**src/rtl/calc_pkg.sv**
```systemverilog
// calc_pkg: shared opcode and command definitions for the button command encoder.
//   OP_*          : opcode values carried on cmd_op
//   BOUND_DEFAULT : default debounce stability window in clock cycles
//   cmd_t         : one queued command {opcode, operand}
//   pick_op       : turns simultaneous press events into the winning opcode
package calc_pkg;

    localparam int BOUND_DEFAULT = 1000000;

    typedef enum logic [1:0] {
        OP_LOAD = 2'd0,
        OP_SQRT = 2'd1,
        OP_MUL  = 2'd2,
        OP_ADD  = 2'd3
    } op_e;

    typedef struct packed {
        op_e        op;
        logic [3:0] operand;
    } cmd_t;

    // Event bits are {SOUTH,WEST,NORTH,EAST}; SOUTH has the highest priority.
    function automatic op_e pick_op(input logic [3:0] ev);
        return ev[3] ? OP_LOAD : ev[2] ? OP_SQRT : ev[1] ? OP_MUL : OP_ADD;
    endfunction

endpackage

```
**src/rtl/btn_debounce.sv**
```systemverilog
// btn_debounce: synchronizes and debounces one raw button, flags its presses.
//   clk, rst_n : clock, asynchronous active-low reset
//   din        : raw asynchronous button level
//   level      : debounced button state
//   rise       : high for the one cycle in which the debounced state goes 0->1
module btn_debounce #(
    parameter int BOUND = calc_pkg::BOUND_DEFAULT
) (
    input  logic clk,
    input  logic rst_n,
    input  logic din,
    output logic level,
    output logic rise
);

    localparam int CW = (BOUND > 2) ? $clog2(BOUND) : 1;
    localparam logic [CW-1:0] LAST = CW'(BOUND - 1);

    logic          meta_q, meta_d;
    logic          sync_q, sync_d;
    logic          state_q, state_d;
    logic [CW-1:0] cnt_q, cnt_d;

    // The counter tracks consecutive synchronized samples that disagree with
    // the debounced state; the BOUND-th such sample commits the new state.
    always_comb begin
        meta_d  = din;
        sync_d  = meta_q;
        cnt_d   = '0;
        state_d = state_q;
        if (sync_q != state_q) begin
            if (cnt_q == LAST) state_d = sync_q;
            else cnt_d = cnt_q + 1'b1;
        end
    end

    always_ff @(posedge clk or negedge rst_n) begin
        if (!rst_n) begin
            meta_q  <= 1'b0;
            sync_q  <= 1'b0;
            state_q <= 1'b0;
            cnt_q   <= '0;
        end else begin
            meta_q  <= meta_d;
            sync_q  <= sync_d;
            state_q <= state_d;
            cnt_q   <= cnt_d;
        end
    end

    // The press is flagged in the cycle whose edge commits the new state, so
    // the command can be queued on that same edge.
    assign level = state_q;
    assign rise  = state_d & ~state_q;

endmodule

```
**src/rtl/btn_cmd_encoder.sv**
```systemverilog
// btn_cmd_encoder: turns debounced button presses into queued calculator commands.
//   clk, rst_n  : clock, asynchronous active-low reset
//   btn[3:0]    : raw buttons {SOUTH,WEST,NORTH,EAST}
//   sw[3:0]     : raw operand switches
//   cmd_valid   : a command is at the head of the 2-entry queue
//   cmd_ready   : consumer accepts the head command this cycle
//   cmd_op      : head opcode (0 LOAD, 1 SQRT, 2 MUL, 3 ADD)
//   cmd_operand : switch value captured with the head command
//   overflow    : sticky, a press was lost to priority or a full queue
module btn_cmd_encoder
    import calc_pkg::*;
#(
    parameter int BOUND = BOUND_DEFAULT
) (
    input  logic       clk,
    input  logic       rst_n,
    input  logic [3:0] btn,
    input  logic [3:0] sw,
    output logic       cmd_valid,
    input  logic       cmd_ready,
    output logic [1:0] cmd_op,
    output logic [3:0] cmd_operand,
    output logic       overflow
);

    logic [3:0] rise;
    logic [3:0] level;
    logic [3:0] sw_meta_q, sw_meta_d;
    logic [3:0] sw_sync_q, sw_sync_d;
    cmd_t [1:0] mem_q, mem_d;
    logic       wr_ptr_q, wr_ptr_d;
    logic       rd_ptr_q, rd_ptr_d;
    logic [1:0] count_q, count_d;
    logic       overflow_q, overflow_d;
    logic       push, pop, full, accept, multi;
    cmd_t       new_cmd;

    genvar g;
    generate
        for (g = 0; g < 4; g++) begin : g_btn
            btn_debounce #(.BOUND(BOUND)) u_deb (
                .clk   (clk),
                .rst_n (rst_n),
                .din   (btn[g]),
                .level (level[g]),
                .rise  (rise[g])
            );
        end
    endgenerate

    always_comb begin
        sw_meta_d = sw;
        sw_sync_d = sw_meta_q;
        // More than one press bit set means the lower-priority ones are lost.
        multi = |(rise & (rise - 4'd1));
        push = |rise;
        pop = (count_q != 2'd0) && cmd_ready;
        full = count_q == 2'd2;
        // A pop on the same edge frees the slot, so a full queue still takes the push.
        accept = push && (!full || pop);
        new_cmd.op = pick_op(rise);
        new_cmd.operand = sw_sync_q;
        mem_d = mem_q;
        if (accept) mem_d[wr_ptr_q] = new_cmd;
        wr_ptr_d = wr_ptr_q ^ accept;
        rd_ptr_d = rd_ptr_q ^ pop;
        count_d = count_q + {1'b0, accept} - {1'b0, pop};
        overflow_d = overflow_q | multi | (push && !accept);
    end

    always_ff @(posedge clk or negedge rst_n) begin
        if (!rst_n) begin
            sw_meta_q  <= '0;
            sw_sync_q  <= '0;
            mem_q      <= '0;
            wr_ptr_q   <= 1'b0;
            rd_ptr_q   <= 1'b0;
            count_q    <= 2'd0;
            overflow_q <= 1'b0;
        end else begin
            sw_meta_q  <= sw_meta_d;
            sw_sync_q  <= sw_sync_d;
            mem_q      <= mem_d;
            wr_ptr_q   <= wr_ptr_d;
            rd_ptr_q   <= rd_ptr_d;
            count_q    <= count_d;
            overflow_q <= overflow_d;
        end
    end

    assign cmd_valid   = count_q != 2'd0;
    assign cmd_op      = mem_q[rd_ptr_q].op;
    assign cmd_operand = mem_q[rd_ptr_q].operand;
    assign overflow    = overflow_q;

endmodule

```
**config.mk**
```make
export PLATFORM = sky130hd
export DESIGN_NAME = btn_cmd_encoder
export DESIGN_NICKNAME = d
export VERILOG_FILES = /design/src/rtl/calc_pkg.sv /design/src/rtl/btn_debounce.sv /design/src/rtl/btn_cmd_encoder.sv
export SDC_FILE = /design/constraint.sdc
export NUM_CORES = 1
export LEC_CHECK = 0
export BUFFER_PORTS_ARGS = -buffer_cell sky130_fd_sc_hd__buf_2
export CORE_MARGIN = 4
export CORE_UTILIZATION = 35
export CTS_CLUSTER_DIAMETER = 40
export DETAILED_ROUTE_END_ITERATION = 12
export PLACE_DENSITY_LB_ADDON = 0.15
export REMOVE_ABC_BUFFERS = 1
export SYNTH_ARGS = -nofsm -noshare
export SYNTH_HDL_FRONTEND = slang
export SYNTH_SLANG_ARGS = --single-unit
```
**constraint.sdc**
```tcl
create_clock -name clk -period 6.3 [get_ports clk]
set_input_delay 0.945 -clock clk [delete_from_list [all_inputs] [get_ports clk]]
set_output_delay 0.945 -clock clk [all_outputs]
set_load 0.02 [all_outputs]
```
==> impl_metrics.tcl, run 1 <==
set metrics [dict create \
    cts.root.buffer_cell "sky130_fd_sc_hd__clkbuf_16" \
    top_count_cell_post_synth "sky130_fd_sc_hd__dfrtp_1" \
    synth-edff-count 0 \
    die_area_sq_um 17500 \
    antenna_violations_before_repair 0 \
    relSlewSlack_pct 43.0 \
    synth.cell_area_sq_um 5410 \
    wl_mm 10.3 \
    crit_path_start_kind "flop" \
    syn_to_final_growth_pct 17.1 \
    post-place-ws_ns 3.68 \
    leakage_power_of_the_design_uw 0.00267 \
    report.final.hold_viol_count 0 \
    ctsHoldBuffers 0 \
    setup_repair_after_global_routing_missed_its_margin "false" \
    fin_total_pwr_uw 1900 \
    postSynthCellCount 519 \
    synthArstFlopShare_pct 100 \
    cts.sinks 117 \
    drt-wirelength-per-cell_um 13.8 \
    synth.cells.most_frequent "117 x sky130_fd_sc_hd__dfrtp_1, 90 x sky130_fd_sc_hd__nor2_1, 50 x sky130_fd_sc_hd__xnor2_1" \
    dr_total_vias 3616 \
    grt_pass1_vias 3758 \
    num-nets-final 564 \
    cts-buffers-inserted 17 \
    design.core.area_sq_um 15200 \
    synth_top_area_cell "sky130_fd_sc_hd__dfrtp_1" \
    globalRoute.totalOverflow 0 \
    ant_nets 0 \
    cts_repair_resize_count 0 \
    worst_ir_drop_vdd_v 0.000199 \
    io_pins 19 \
    timing.clock.skew_ns 0.00661 \
    crit_path_cell_trace "ha_1, and4_1, nand2_1, or4_4, a31o_2, ha_1, inv_1, ha_1, xnor2_1, xnor2_1" \
    initial_drt_markers 216 \
    worst_setup_path_end_kind "flop" \
    fillerInstances 1448 \
    ys_ff_latch 117 \
    place.detailed.instances 714 \
    p_per_area_nw_per_um2 300 \
    postSynth.topFlopCell "sky130_fd_sc_hd__dfrtp_1" \
    cpMostUsedCell "sky130_fd_sc_hd__ha_1" \
    worstHoldPathType "reg2reg" \
    cts_max_level 4 \
    die_w_um 132 \
    hpwl_mm 6.80 \
    yosysWarnings 0 \
    final-instance-count-excl-fill 746 \
    max_cap_violations 0 \
    clock_insertion_delay_worst_skew_ns 0.41 \
    final.min_clock_period_ns 2.64 \
    totalNegativeSetupSlack_ns 0 \
    max_freq_mhz 379 \
    timing_max_transition_violations_final 0 \
    detail_route.vias_per_cell 4.85 \
    drc_errors 0 \
    worst_slack_ns 3.66 \
    timing.critical_path.arrival_ns 2.96 \
    worst_path_max_delay_cell "sky130_fd_sc_hd__or4_4" \
    critical-path-top-delay-family "simple AND/OR/NAND/NOR gates" \
    initial_standard_cell_utilization_of_the_core_pct 35.6 \
    type_of_the_worst_setup_path "reg2reg" \
    syn_avg_cell_area_sq_um 10.4 \
    numPortBuffers 18 \
    routability_congestion_estimate 0.785 \
    post-synth-top-area-fraction_pct 54.1 \
    netlist_top_cells_area "sky130_fd_sc_hd__dfrtp_1 54%, sky130_fd_sc_hd__xnor2_1 8.1%, sky130_fd_sc_hd__nor2_1 6.2%" \
    cp_slowest_stage_delay_ns 0.55 \
    grt_start_max_net_pins 68 \
    clk_pin_slew_ns 0.06 \
    insertedDiodeCount 0 \
    total_track_usage_pct 12.8 \
    die_height_um 132 \
    floorplan.rows 45 \
    required_ns 6.62 \
    grt_first_pass_wirelength_mm 18.1 \
    worstMarginPinSlew_ns 0.855 \
    post_route_cells_drive_above_1_share_pct 14.5 \
    setup_viol 0 \
    design_area_sq_um 6340 \
    timing.critical_path.buf_inv 1 \
    layout_worst_path_cycle_share_pct 41.9 \
    dpl_cell_area_sq_um 5710 \
    synth_cell_types 38 \
    detail_route.first_pass.iterations 4 \
    sequential_cell_area_fraction_in_the_yosys_report_pct 54.1 \
    status "complete, no violations" \
    cp_max_fo 4 \
    postCtsSetupBuffers 0 \
    max-clock-path-buffers 2 \
    cts_tree "done" \
]
-- worst reg2reg max path: stages, from the launching register on --
cell and delay (ns):
sky130_fd_sc_hd__dfrtp_1 0.38, sky130_fd_sc_hd__ha_1 0.22, sky130_fd_sc_hd__and4_1 0.23, sky130_fd_sc_hd__nand2_1 0.12, sky130_fd_sc_hd__or4_4 0.55, sky130_fd_sc_hd__a31o_2 0.26
sky130_fd_sc_hd__ha_1 0.26, sky130_fd_sc_hd__inv_1 0.04, sky130_fd_sc_hd__ha_1 0.17, sky130_fd_sc_hd__xnor2_1 0.18, sky130_fd_sc_hd__xnor2_1 0.15
-- area by class of cell --
class                   instances  area [sq um]  area share [%]
clock buffers                  17           425            6.71
well taps                     188           235            3.71
multi-input cells             369          2370            37.3
inverters                      20          75.1            1.18
clock inverters                15           203            3.20
flip-flops and latches        117          2930            46.2
repair buffers                 20           108            1.70
-- through the flow --
stage	hold WS, ns	utilization [%]
after floorplan	0.331	-
after global placement	0.333	37.6
after detailed placement	0.337	37.6
after CTS	0.350	41.7
after global routing	0.355	41.7
final	0.348	41.7
-- worst paths after layout --
kind,start,slack [ns],end,cells past startpoint
worst max-delay path,g_btn[1].u_deb.cnt_q[0],3.66,count_q[1],10
worst min-delay path,sw_meta_q[3],0.35,sw_sync_q[3],0
worst max register to register,g_btn[1].u_deb.cnt_q[0],3.66,count_q[1],10
worst min register to register,sw_meta_q[3],0.35,sw_sync_q[3],0
max in group asynchronous,rst_n,4.43,sw_sync_q[2],2
min in group asynchronous,rst_n,0.57,g_btn[2].u_deb.cnt_q[8],1
-- cells in the final DEF, fill, tap and decap left out, types with 4 or more instances in the layout --
cell                        Yosys  final
sky130_fd_sc_hd__ha_1           8      8
sky130_fd_sc_hd__nor4_1        10     10
sky130_fd_sc_hd__nand4_1       13     13
sky130_fd_sc_hd__a21oi_1        6      6
sky130_fd_sc_hd__xor2_1        21     21
sky130_fd_sc_hd__and4_1        14     14
sky130_fd_sc_hd__clkbuf_16      0     17
sky130_fd_sc_hd__xnor2_1       50     50
sky130_fd_sc_hd__inv_6          0      4
sky130_fd_sc_hd__nand2_1       26     26
sky130_fd_sc_hd__nor3_1        24     24
sky130_fd_sc_hd__o21ai_0        7      6
sky130_fd_sc_hd__nand3_1       33     33
sky130_fd_sc_hd__nor2_1        90     90
sky130_fd_sc_hd__bufinv_16      0      4
sky130_fd_sc_hd__mux2_2        22     22
sky130_fd_sc_hd__dfrtp_1      117    117
sky130_fd_sc_hd__nor2b_1        6      6
sky130_fd_sc_hd__buf_2          2     17
sky130_fd_sc_hd__or3_1          7      7
sky130_fd_sc_hd__inv_1         20     20
-- report_power, final --
part	internal (uW)	switching (uW)	leakage (uW)
registers	774	23.7	0.00158
logic	35.4	50.3	0.000781
clock network	665	352	0.000304
total	1470	426	0.00267
-- registers in the layout, summed over array words and instances (netlist names) --
| register | count |
|---|---|
| overflow | 1 |
| g_btn.u_deb.meta_q | 4 |
| g_btn.u_deb.cnt_q | 80 |
| sw_meta_q | 4 |
| wr_ptr_q | 1 |
| g_btn.u_deb.sync_q | 4 |
| count_q | 2 |
| rd_ptr_q | 1 |
| mem_q | 12 |
| g_btn.u_deb.level | 4 |
| sw_sync_q | 4 |
-- logic make-up (layout without fill, tap and decap cells) --
| kind of cell | after synthesis | count (layout) | synth area share (%) |
|---|---|---|---|
| and+or+nand+nor | 246 | 246 | 23.1 |
| DFF | 117 | 117 | 54.1 |
| xor gates and xnor gates | 71 | 71 | 11.5 |
| buffers and inverters | 33 | 72 | 2.33 |
| AOI/OAI and AO/OA | 22 | 22 | 2.57 |
| muxes | 22 | 22 | 4.58 |
| adders and majority gates | 8 | 8 | 1.85 |
-- per-layer routing --
| layer | vias up | share of wire, % | global-route usage, % |
|---|---|---|---|
| met5 | - | 0 | 0 |
| met4 | 0 | 1.1 | 3.64 |
| met3 | 7 | 2.9 | 4.27 |
| met2 | 31 | 47 | 20.0 |
| met1 | 1742 | 49 | 17.0 |
| li1 | 1836 | - | - |
Power figures use the tool's default switching activity.
==> inputs of run 2 (changes only) <==
==> constraint.sdc (replaced) <==
create_clock -name clk -period 2.42 [get_ports clk]
set_input_delay 0.363 -clock clk [delete_from_list [all_inputs] [get_ports clk]]
set_output_delay 0.363 -clock clk [all_outputs]
set_load 0.02 [all_outputs]
==> run 2 against run 1 <==
  * The flow now finishes with violations (setup timing)
  * Setup slack lost 3.7 ns
  * Combinational power grew to 3.5 times the previous value
  * Design area grew 11%
  * Clock-buffer cell count grew 1
  * Fmax grew 6.3%
  * Final cell count grew 9.8%
==> impl_metrics.tcl, run 2 (synthesized netlist as in run 1, its figures left out) <==
set metrics [dict create \
    status "finished, violations left" \
    violations "setup timing" \
    clock_insertion_delay_worst_skew_ns 0.41 \
    timing.clock.skew_ns 0.00876 \
    max_freq_mhz 402 \
    min_from "sw[3]" \
    antenna_violations_before_repair 0 \
    r2r_start "g_btn[1].u_deb.cnt_q[6]" \
    path_depth 9 \
    die_height_um 132 \
    syn_to_final_growth_pct 29.9 \
    detail_route.first_pass.iterations 5 \
    setup_viol 13 \
    internal_power_uw 3710 \
    timing.critical_path.buf_inv 1 \
    p_seq_share_pct 42.7 \
    reg_top3 "g_btn.u_deb.cnt_q: 80 flops, mem_q: 12 flops" \
    worst_setup_path_end_kind "flop" \
    worst_hold_path.num_cells 1 \
    rr_endpoint "count_q[1]" \
    max_cap_violations 0 \
    grt_first_pass_wirelength_mm 19.1 \
    power_switching_uw 1160 \
    cp_slowest_stage_delay_ns 0.58 \
    layout_common_cells "117 x sky130_fd_sc_hd__dfrtp_1, 90 x sky130_fd_sc_hd__nor2_1, 71 x sky130_fd_sc_hd__buf_4, 49 x sky130_fd_sc_hd__xnor2_1, 33 x sky130_fd_sc_hd__nand3_1" \
    setup_repair_after_global_routing_missed_its_margin "true" \
    cts_tree "done" \
    design.core.area_sq_um 15200 \
    wl_mm 11.1 \
    p_per_area_nw_per_um2 693 \
    leakage_power_of_the_design_uw 0.00307 \
    route.layer.met1.wl_mm 5.66 \
    num-nets-final 637 \
    timing.critical_path.arrival_ns 2.78 \
    route.met3.wl_um 314 \
    worst_path_max_delay_cell "sky130_fd_sc_hd__or4_4" \
    met2_length_mm 5.02 \
    post_route_cells_drive_above_1_share_pct 26.1 \
    timing_max_transition_violations_final 0 \
    floorplan.rows 45 \
    final.min_clock_period_ns 2.49 \
    share_comb_of_total_power_pct 6.2 \
    globalRoute.totalOverflow 0 \
    required_ns 2.72 \
    detail_route.vias_per_cell 4.77 \
    initial_drt_markers 156 \
    cts.sinks 117 \
    cts-buffers-inserted 17 \
    worst_slack_ns -0.0652 \
    largest_register "g_btn.u_deb.cnt_q" \
    layout_worst_path_cycle_share_pct 103 \
    routability_congestion_estimate 0.762 \
    cpMostUsedCell "sky130_fd_sc_hd__ha_4" \
    cts.root.buffer_cell "sky130_fd_sc_hd__clkbuf_16" \
    largest_register_ff_count 80 \
    die_area_sq_um 17500 \
    power_frac_clock_pct 51.1 \
    fin_total_pwr_uw 4870 \
    grt_start_max_net_pins 58 \
    worst_ir_drop_vdd_v 0.000595 \
    timing.hold.worst_endpoint "sw_meta_q[3]" \
    hpwl_mm 7.41 \
    worst_setup_path_startpoint "g_btn[1].u_deb.cnt_q[6]" \
    die_w_um 132 \
    setup.reg_to_reg.worst_slack_ns -0.07 \
    grt_pass1_vias 4011 \
    crit_path_cell_trace "nor4_2, nand4_1, or4_4, a31o_4, ha_4, inv_2, ha_4, xnor2_2, xnor2_1" \
    worstHoldPathType "in2reg" \
    finalHoldWorstSlack_ns 0.0524 \
    cts_max_level 4 \
    mostFrequentLayoutCell "sky130_fd_sc_hd__dfrtp_1" \
    ant_nets 0 \
    crit_path_start_kind "flop" \
    totalNegativeSetupSlack_ns -0.632 \
    swShare_pct 23.8 \
    total_track_usage_pct 13.4 \
    routed.top_layer "met4" \
    worstMarginPinSlew_ns 0.642 \
    relSlewSlack_pct 57.1 \
    critical-path-top-delay-family "simple AND/OR/NAND/NOR gates" \
    drc_errors 0 \
    io_pins 19 \
    post-route-util_pct 46.2 \
    dr_total_vias 3909 \
    numPortBuffers 18 \
    cp_max_fo 3 \
    type_of_the_worst_setup_path "reg2reg" \
    clk_pin_slew_ns 0.06 \
    initial_standard_cell_utilization_of_the_core_pct 35.6 \
    worst-r2r-cell-count 9 \
    max-clock-path-buffers 2 \
    drt-wirelength-per-cell_um 13.6 \
    insertedDiodeCount 0 \
    report.final.hold_viol_count 0 \
]
==> run 2: cell count changes in the layout (fill, tap and decap cells not counted), sizes merged <==
cell	previous run	this run
bufinv	4	2
clkinvlp	2	3
clkinv	5	7
buf	20	90
clkbuf	17	20
dlygate4sd3	0	1
inv	24	22
==> run 2: layer usage <==
metal | vias to the layer above | global-route usage, %
met5 | - | 0
met4 | 0 | 4.04
met3 | 12 | 4.39
met2 | 32 | 20.9
met1 | 1879 | 17.9
li1 | 1986 | -
==> run 2: power groups by stage <==
stage / combinational [uW] / sequential (uW) / clock [uW]
5_1_grt: 338 / 2090 / 2650
3_5_place_dp: 255 / 2110 / 0
6_report: 300 / 2080 / 2490
3_3_place_gp: 244 / 2110 / 0
4_1_cts: 294 / 2080 / 2550
2_1_floorplan: 141 / 2090 / 0
==> run 2: area by class of cell <==
cell class / instances / area, sq um
tap: 188 / 235
sequential: 117 / 2930
fill: 1409 / 8170
multi-input combinational: 369 / 2480
timing repair buffer: 93 / 718
clock inverter: 14 / 154
inverter: 20 / 75.1
clock buffer: 18 / 439
==> run 2: repair_timing <==
item | CTS | global route
buffers inserted | 8 | 2
cloned | 0 | 2
gates resized for setup | 13 | 10
pin swaps | 11 | 7
endpoints found under the hold margin | 36 | 0
setup endpoints to repair | 13 | 35
hold buffers | 1 | 0
==> run 2: worst max-delay path by stage <==
stage / endpoint
after detailed placement: mem_q[4]
final: count_q[1]
after global placement: count_q[1]
after CTS: mem_q[3]
after floorplan: count_q[1]
after global routing: count_q[1]
==> run 2: stage by stage <==
stage / instance area [sq um] / worst slack, ns / std cells
floorplan: 5360 / -0.0431 / 506
CTS: 6900 / -0.0281 / 815
finish: 7030 / -0.0652 / 819
global placement: 6170 / -0.0366 / 774
global route: 7030 / -0.158 / 819
detailed placement: 6170 / -0.0835 / 774
